==> src/rtl/axi4_lite_pkg.sv <==
// Shared definitions for the AXI4-Lite slave register file.
// Holds the response codes, the strobe width and the read-channel FSM
// state type used by axi4_lite_slave_regfile and axi4_lite_regfile_mem.
package axi4_lite_pkg;

  localparam int STRB_WIDTH = 4;

  localparam logic [1:0] RESP_OKAY   = 2'b00;
  localparam logic [1:0] RESP_SLVERR = 2'b10;

  // Read channel: R_IDLE accepts AR, R_DATA presents the R beat.
  typedef enum logic {
    R_IDLE = 1'b0,
    R_DATA = 1'b1
  } rd_state_e;

endpackage

==> src/rtl/axi4_lite_regfile_mem.sv <==
// NUM_REGS x DATA_WIDTH register array.
// Ports:
//   clk, rst_n          : clock, synchronous active-low reset (clears array and rd_data)
//   wr_en/wr_idx/wr_data/wr_strb : byte-enabled write port
//   rd_en/rd_idx/rd_zero : synchronous read port; rd_zero loads 0 instead of the array word
//   rd_data             : registered read data, holds its value until the next rd_en
// A read and a write to the same index on the same edge return the old word.
module axi4_lite_regfile_mem
  import axi4_lite_pkg::*;
#(
  parameter int NUM_REGS   = 16,
  parameter int DATA_WIDTH = 32,
  parameter int IDX_W      = $clog2(NUM_REGS)
) (
  input  logic                  clk,
  input  logic                  rst_n,
  input  logic                  wr_en,
  input  logic [IDX_W-1:0]      wr_idx,
  input  logic [DATA_WIDTH-1:0] wr_data,
  input  logic [STRB_WIDTH-1:0] wr_strb,
  input  logic                  rd_en,
  input  logic                  rd_zero,
  input  logic [IDX_W-1:0]      rd_idx,
  output logic [DATA_WIDTH-1:0] rd_data
);

  logic [DATA_WIDTH-1:0] regs [NUM_REGS];

  always_ff @(posedge clk) begin
    if (!rst_n) begin
      for (int i = 0; i < NUM_REGS; i++) begin
        regs[i] <= '0;
      end
      rd_data <= '0;
    end else begin
      if (wr_en) begin
        for (int b = 0; b < STRB_WIDTH; b++) begin
          if (wr_strb[b]) begin
            regs[wr_idx][8*b +: 8] <= wr_data[8*b +: 8];
          end
        end
      end
      if (rd_en) begin
        rd_data <= rd_zero ? '0 : regs[rd_idx];
      end
    end
  end

endmodule

==> src/rtl/axi4_lite_slave_regfile.sv <==
// AXI4-Lite slave terminating writes and reads into a word-addressed
// register file of NUM_REGS 32-bit registers.
// Ports:
//   aclk, aresetn         : clock, synchronous active-low reset
//   aw*_in/awready_out    : write address channel
//   w*_in/wready_out      : write data channel (4 byte strobes)
//   bresp_out/bvalid_out/bready_in : write response channel
//   ar*_in/arready_out    : read address channel
//   rdata_out/rresp_out/rvalid_out/rready_in : read data channel
// Handshakes: a transfer happens on a rising edge where valid and ready are
// both high; a source holds valid and payload stable until that edge, and
// this slave holds bvalid/bresp and rvalid/rdata/rresp stable until accepted.
// Optional macro AXI4_LITE_SLAVE_PROT_CHECK_EN: register 0 becomes privileged;
// accesses to it with prot[0] = 0 are refused with SLVERR.
module axi4_lite_slave_regfile
  import axi4_lite_pkg::*;
#(
  parameter int ADDR_WIDTH = 32,
  parameter int DATA_WIDTH = 32,
  parameter int NUM_REGS   = 16
) (
  input  logic                  aclk,
  input  logic                  aresetn,
  input  logic [ADDR_WIDTH-1:0] awaddr_in,
  input  logic [2:0]            awprot_in,
  input  logic                  awvalid_in,
  output logic                  awready_out,
  input  logic [DATA_WIDTH-1:0] wdata_in,
  input  logic [STRB_WIDTH-1:0] wstrb_in,
  input  logic                  wvalid_in,
  output logic                  wready_out,
  output logic [1:0]            bresp_out,
  output logic                  bvalid_out,
  input  logic                  bready_in,
  input  logic [ADDR_WIDTH-1:0] araddr_in,
  input  logic [2:0]            arprot_in,
  input  logic                  arvalid_in,
  output logic                  arready_out,
  output logic [DATA_WIDTH-1:0] rdata_out,
  output logic [1:0]            rresp_out,
  output logic                  rvalid_out,
  input  logic                  rready_in
);

  localparam int IDX_W = $clog2(NUM_REGS);
  localparam logic [ADDR_WIDTH-1:0] ADDR_LIMIT = ADDR_WIDTH'(NUM_REGS * 4);

  // ---------------- write path ----------------
  logic                  aw_held;
  logic                  w_held;
  logic [ADDR_WIDTH-1:0] aw_addr_q;
  logic [2:0]            aw_prot_q;
  logic [DATA_WIDTH-1:0] w_data_q;
  logic [STRB_WIDTH-1:0] w_strb_q;

  logic                  aw_hs;
  logic                  w_hs;
  logic                  commit;
  logic [ADDR_WIDTH-1:0] wr_addr;
  logic [2:0]            wr_prot;
  logic [DATA_WIDTH-1:0] wr_data;
  logic [STRB_WIDTH-1:0] wr_strb;
  logic [IDX_W-1:0]      wr_idx;
  logic                  wr_in_range;
  logic                  wr_ok;

  assign awready_out = !aw_held && !bvalid_out;
  assign wready_out  = !w_held && !bvalid_out;
  assign aw_hs       = awvalid_in && awready_out;
  assign w_hs        = wvalid_in && wready_out;

  // Each half comes from its hold register if it arrived earlier,
  // otherwise straight from the bus in the handshake cycle.
  assign wr_addr = aw_held ? aw_addr_q : awaddr_in;
  assign wr_prot = aw_held ? aw_prot_q : awprot_in;
  assign wr_data = w_held ? w_data_q : wdata_in;
  assign wr_strb = w_held ? w_strb_q : wstrb_in;

  assign commit      = (aw_held || aw_hs) && (w_held || w_hs);
  assign wr_idx      = wr_addr[IDX_W+1:2];
  assign wr_in_range = (wr_addr < ADDR_LIMIT);

  always_ff @(posedge aclk) begin
    if (!aresetn) begin
      aw_held    <= 1'b0;
      w_held     <= 1'b0;
      aw_addr_q  <= '0;
      aw_prot_q  <= '0;
      w_data_q   <= '0;
      w_strb_q   <= '0;
      bvalid_out <= 1'b0;
      bresp_out  <= RESP_OKAY;
    end else begin
      if (commit) begin
        aw_held    <= 1'b0;
        w_held     <= 1'b0;
        bvalid_out <= 1'b1;
        bresp_out  <= wr_ok ? RESP_OKAY : RESP_SLVERR;
      end else begin
        if (aw_hs) begin
          aw_held   <= 1'b1;
          aw_addr_q <= awaddr_in;
          aw_prot_q <= awprot_in;
        end
        if (w_hs) begin
          w_held   <= 1'b1;
          w_data_q <= wdata_in;
          w_strb_q <= wstrb_in;
        end
        if (bvalid_out && bready_in) begin
          bvalid_out <= 1'b0;
        end
      end
    end
  end

  // ---------------- read path ----------------
  rd_state_e        rd_state;
  logic             ar_hs;
  logic [IDX_W-1:0] rd_idx;
  logic             rd_in_range;
  logic             rd_ok;

  assign arready_out = (rd_state == R_IDLE);
  assign rvalid_out  = (rd_state == R_DATA);
  assign ar_hs       = arvalid_in && arready_out;
  assign rd_idx      = araddr_in[IDX_W+1:2];
  assign rd_in_range = (araddr_in < ADDR_LIMIT);

`ifdef AXI4_LITE_SLAVE_PROT_CHECK_EN
  assign wr_ok = wr_in_range && !((wr_idx == '0) && !wr_prot[0]);
  assign rd_ok = rd_in_range && !((rd_idx == '0) && !arprot_in[0]);
`else
  assign wr_ok = wr_in_range;
  assign rd_ok = rd_in_range;
`endif

  // Protection bits are only consulted when the privileged-register check is built in.
  logic unused_prot;
  assign unused_prot = ^{wr_prot, arprot_in};

  always_ff @(posedge aclk) begin
    if (!aresetn) begin
      rd_state  <= R_IDLE;
      rresp_out <= RESP_OKAY;
    end else begin
      case (rd_state)
        R_IDLE: begin
          if (ar_hs) begin
            rd_state  <= R_DATA;
            rresp_out <= rd_ok ? RESP_OKAY : RESP_SLVERR;
          end
        end
        R_DATA: begin
          if (rready_in) begin
            rd_state <= R_IDLE;
          end
        end
        default: rd_state <= R_IDLE;
      endcase
    end
  end

  // rdata_out is the memory's registered read port: it loads only on the
  // AR handshake, so it is stable for the whole R beat.
  axi4_lite_regfile_mem #(
    .NUM_REGS   (NUM_REGS),
    .DATA_WIDTH (DATA_WIDTH),
    .IDX_W      (IDX_W)
  ) u_mem (
    .clk     (aclk),
    .rst_n   (aresetn),
    .wr_en   (commit && wr_ok),
    .wr_idx  (wr_idx),
    .wr_data (wr_data),
    .wr_strb (wr_strb),
    .rd_en   (ar_hs),
    .rd_zero (!rd_ok),
    .rd_idx  (rd_idx),
    .rd_data (rdata_out)
  );

endmodule

==> config.mk <==
export PLATFORM = sky130hd
export DESIGN_NAME = axi4_lite_slave_regfile
export DESIGN_NICKNAME = d
export VERILOG_FILES = /design/src/rtl/axi4_lite_pkg.sv /design/src/rtl/axi4_lite_regfile_mem.sv /design/src/rtl/axi4_lite_slave_regfile.sv
export SDC_FILE = /design/constraint.sdc
export NUM_CORES = 1
export LEC_CHECK = 0
export BUFFER_PORTS_ARGS = -buffer_cell sky130_fd_sc_hd__buf_2
export CORE_AREA = 5 5 255 257
export DETAILED_ROUTE_END_ITERATION = 8
export DIE_AREA = 0 0 260 262
export HOLD_SLACK_MARGIN = 0.02
export PLACE_DENSITY = 0.68
export SYNTH_ARGS = -nofsm -noshare
export SYNTH_HDL_FRONTEND = slang
export SYNTH_HIERARCHICAL = 1
export SYNTH_SLANG_ARGS = --single-unit
==> constraint.sdc <==
create_clock -name aclk -period 4.9 [get_ports aclk]
set_clock_uncertainty 0.15 [all_clocks]
set_input_delay 0.49 -clock aclk [delete_from_list [all_inputs] [get_ports aclk]]
set_output_delay 0.49 -clock aclk [all_outputs]
set_load 0.05 [all_outputs]
==> metrics.md <==
| Metric | Value |
|---|---|
| Synthesized area | between 20000 and 30000 µm² |
| Vias in the first global route | 18200 |
| TritonCTS clock tree | done |
| Worst-margin pin slew | 1.24 ns |
| # placed instances | 3047 |
| Layout cells sized above 1 | about a fifth |
| Most frequent cells after synthesis | and2_1 (513), edfxtp_1 (512), nand2_1 (171), mux2i_1 (109), dfxtp_1 (104) |
| HP Class | primary input to flop |
| Post-CTS resize count | 0 |
| Final period util | 71.4% |
| Yosys warning count | 6 |
| Sequential fraction of the synthesis area | 62.7% |
| Crit path launch type | primary input |
| DRT Pass-1 Iters | 5 |
| Arrival @ worst endpoint | 3.82 ns |
| Longest Clk Path Bufs | 3 |
| CP Capture Type | flop |
| Average cell area after synthesis | 13.3 µm² |
| Area growth, synth to finish | 16.2% |
| Max Freq | 286 MHz |
| EDFF count, synth | 512 |
| Vias | between 15000 and 20000 |
| Starting Density | 44.6% |
| Post-synthesis register bit count | 616 |
| Post-CTS Setup Inserts | 0 |
| Slew Limit Fails | 0 |
| Post-synth top area cell | edfxtp_1 |
| I/O pin cnt | 154 |
| Count leader, synth | and2_1 |
| Status | finished, final reports clean |
| Unique masters post-synth | between 40 and 50 |
| Initial antenna violation count | 1 |
| Max_cap viols | 0 |
| Wire per inst | between 20 and 25 µm |
| Die Y | 262 µm |
| Root buf cell | clkbuf_16 |
| Final setup viols | 0 |
| Final HPWL DP | about 47000 µm |
| Skew-Pair Late Insertion Delay | approximately 0.64 ns |
| CP max FO | 20 |
| All-Layer GR Usage | around a fifth |
| I/O Buffers | 141 |
| Post-Place Worst Slack | 1.37 ns |
| RSZ-0062 raised after global routing | no |
| Max-slew headroom | 16.9% |
| Total CTS buffers | between 60 and 70 |
| CP required | 5.23 ns |
| Pin count of the biggest net entering global routing | 97 |
| Initial DRC Count | approximately 1600 |
| Total Wirelength | 73000 µm |
| Hold Vio Cnt, Final | 0 |
| Final net count | about 2400 |
| Share of the synthesized area in the top cell type | 55.2% |
| DIE AREA | 68100 µm² |
| N_diodes | 0 |
| Minimum clock period | 3.50 ns |
| Num rows | 92 |
| Ys async rst share | 0% |
| Sink Count | 616 |
| Top post-synthesis cells by area | edfxtp_1 (55%), and2_1 (12%), dfxtp_1 (7.5%), mux4_2 (5.6%), mux2i_1 (3.9%) |
| Vias per std cell | between 5 and 6 |
| Lkg Pwr | 12.1 nW |
| Final standard cell utilization of the core | 51.8% |
| Gr ovfl total | 0 |
| PD cells | about 360 nW/µm² |
| Most used DFF post-synth | edfxtp_1 |
| Fin cells | 3230 |
| Routability cong. | 0.819 |
| Crit path kind | primary input to flop |
| Total core area | 62500 µm² |
| Worst VDD drop | 0.285 mV |
| Reg clk slew, reported paths | 0.06 ns |
| Power after layout | 11.7 mW |
| H-tree depth | 2 |
| Die Span X | about 260 µm |
| First-pass GRT wire length | 110000 µm |
| Final setup TNS | 0 ns |
| Drt drc | 0 |
| Mapped Cells | 2102 |
| Setup WS post-layout | 1.40 ns |
| DRT antenna net count | 0 |
## placed cells by master, fill, tap and decap left out, drive strengths merged, types with 6 or more instances in the layout
cell and count:
and2 513, edfxtp 512, buf 234, nand2 171, mux2i 109, dfxtp 104
a21oi 88, nor2 81, clkbuf 77, o21ai 71, mux4 69, dlygate4sd3 68
mux2 59, o221ai 38, nor2b 26, clkinv 26, a22oi 19, a2bb2oi 19
nor4 15, o211ai 14, nand3 13, bufinv 9, a221oi 6
## kinds of logic (layout without fill, tap and decap cells)
kind of cell    after synthesis  after routing  share of synthesized area, %
other cells                   1              2                        0.0135
buf+inv                     140            421                          2.70
mux                         237            237                          11.9
flops                       616            616                          62.7
compound gates              263            263                          5.95
simple gates                845            845                          16.8
## sequential cells by signal, indices dropped and copies added (netlist names)
signal,flops
aw_addr_q,30
aw_held,1
bresp_out,1
bvalid_out,1
rresp_out,1
rvalid_out,1
u_mem/rd_data,32
u_mem/regs,512
w_data_q,32
w_held,1
w_strb_q,4
## worst paths after layout
path / startpoint / end / slack, ns / cells past startpoint
setup / recovery: awaddr_in[18] / u_mem/regs[5][13] / 1.40 / 10
hold / removal: rready_in / rvalid_out / 0.08 / 2
setup reg to reg: w_held / u_mem/regs[5][13] / 1.47 / 7
hold reg to reg: aw_addr_q[4] / aw_addr_q[4] / 0.30 / 2
## critical path: stages
cell and delay, ns:
dlygate4sd3_1 0.55, buf_2 0.14, nor4_1 0.25, nand2_1 0.09, o41ai_1 0.37, and3_1 0.36
nand3_1 0.46, buf_4 0.39, nor2_1 0.51, and2_1 0.21
## metrics by stage
stage	hold WS, ns	cell area (µm²)
after global placement	0.288	29600
after floorplan	0.283	27900
after CTS	0.0384	32400
final	0.0814	32400
after global routing	0.108	32400
after detailed placement	0.295	29600
## final cells by class
cell class                      instances  area, µm²
Inverter                                3       11.3
Multi-Input combinational cell       1347       9670
Sequential cell                       616      17500
Clock buffer                           76       1640
Fill cell                            5177      30100
Timing Repair Buffer                  303       2120
Tap cell                              846       1060
Clock inverter                         39        413
## timing repair
item	CTS	global route
setup endpoints to repair	0	0
hold endpoints to repair	68	0
hold buffers	68	0
## per-layer routing
metal / wire length (µm) / global-route usage (%) / up-vias
met5: 0 / 0 / -
met4: 2080 / 6.27 / 0
met3: 6350 / 4.53 / 127
met2: 34400 / 34.9 / 688
met1: 30100 / 28.6 / 8903
li1: - / - / 8101
## where the power goes
group,internal [mW],switching [mW],total (mW),leakage [nW]
combinational,0.348,0.639,0.987,4.96
sequential,5.83,0.0677,5.89,6.13
clock,2.83,1.98,4.80,0.996
total,9.00,2.68,11.7,12.1
No activity file was read; power rests on OpenSTA's default activity.
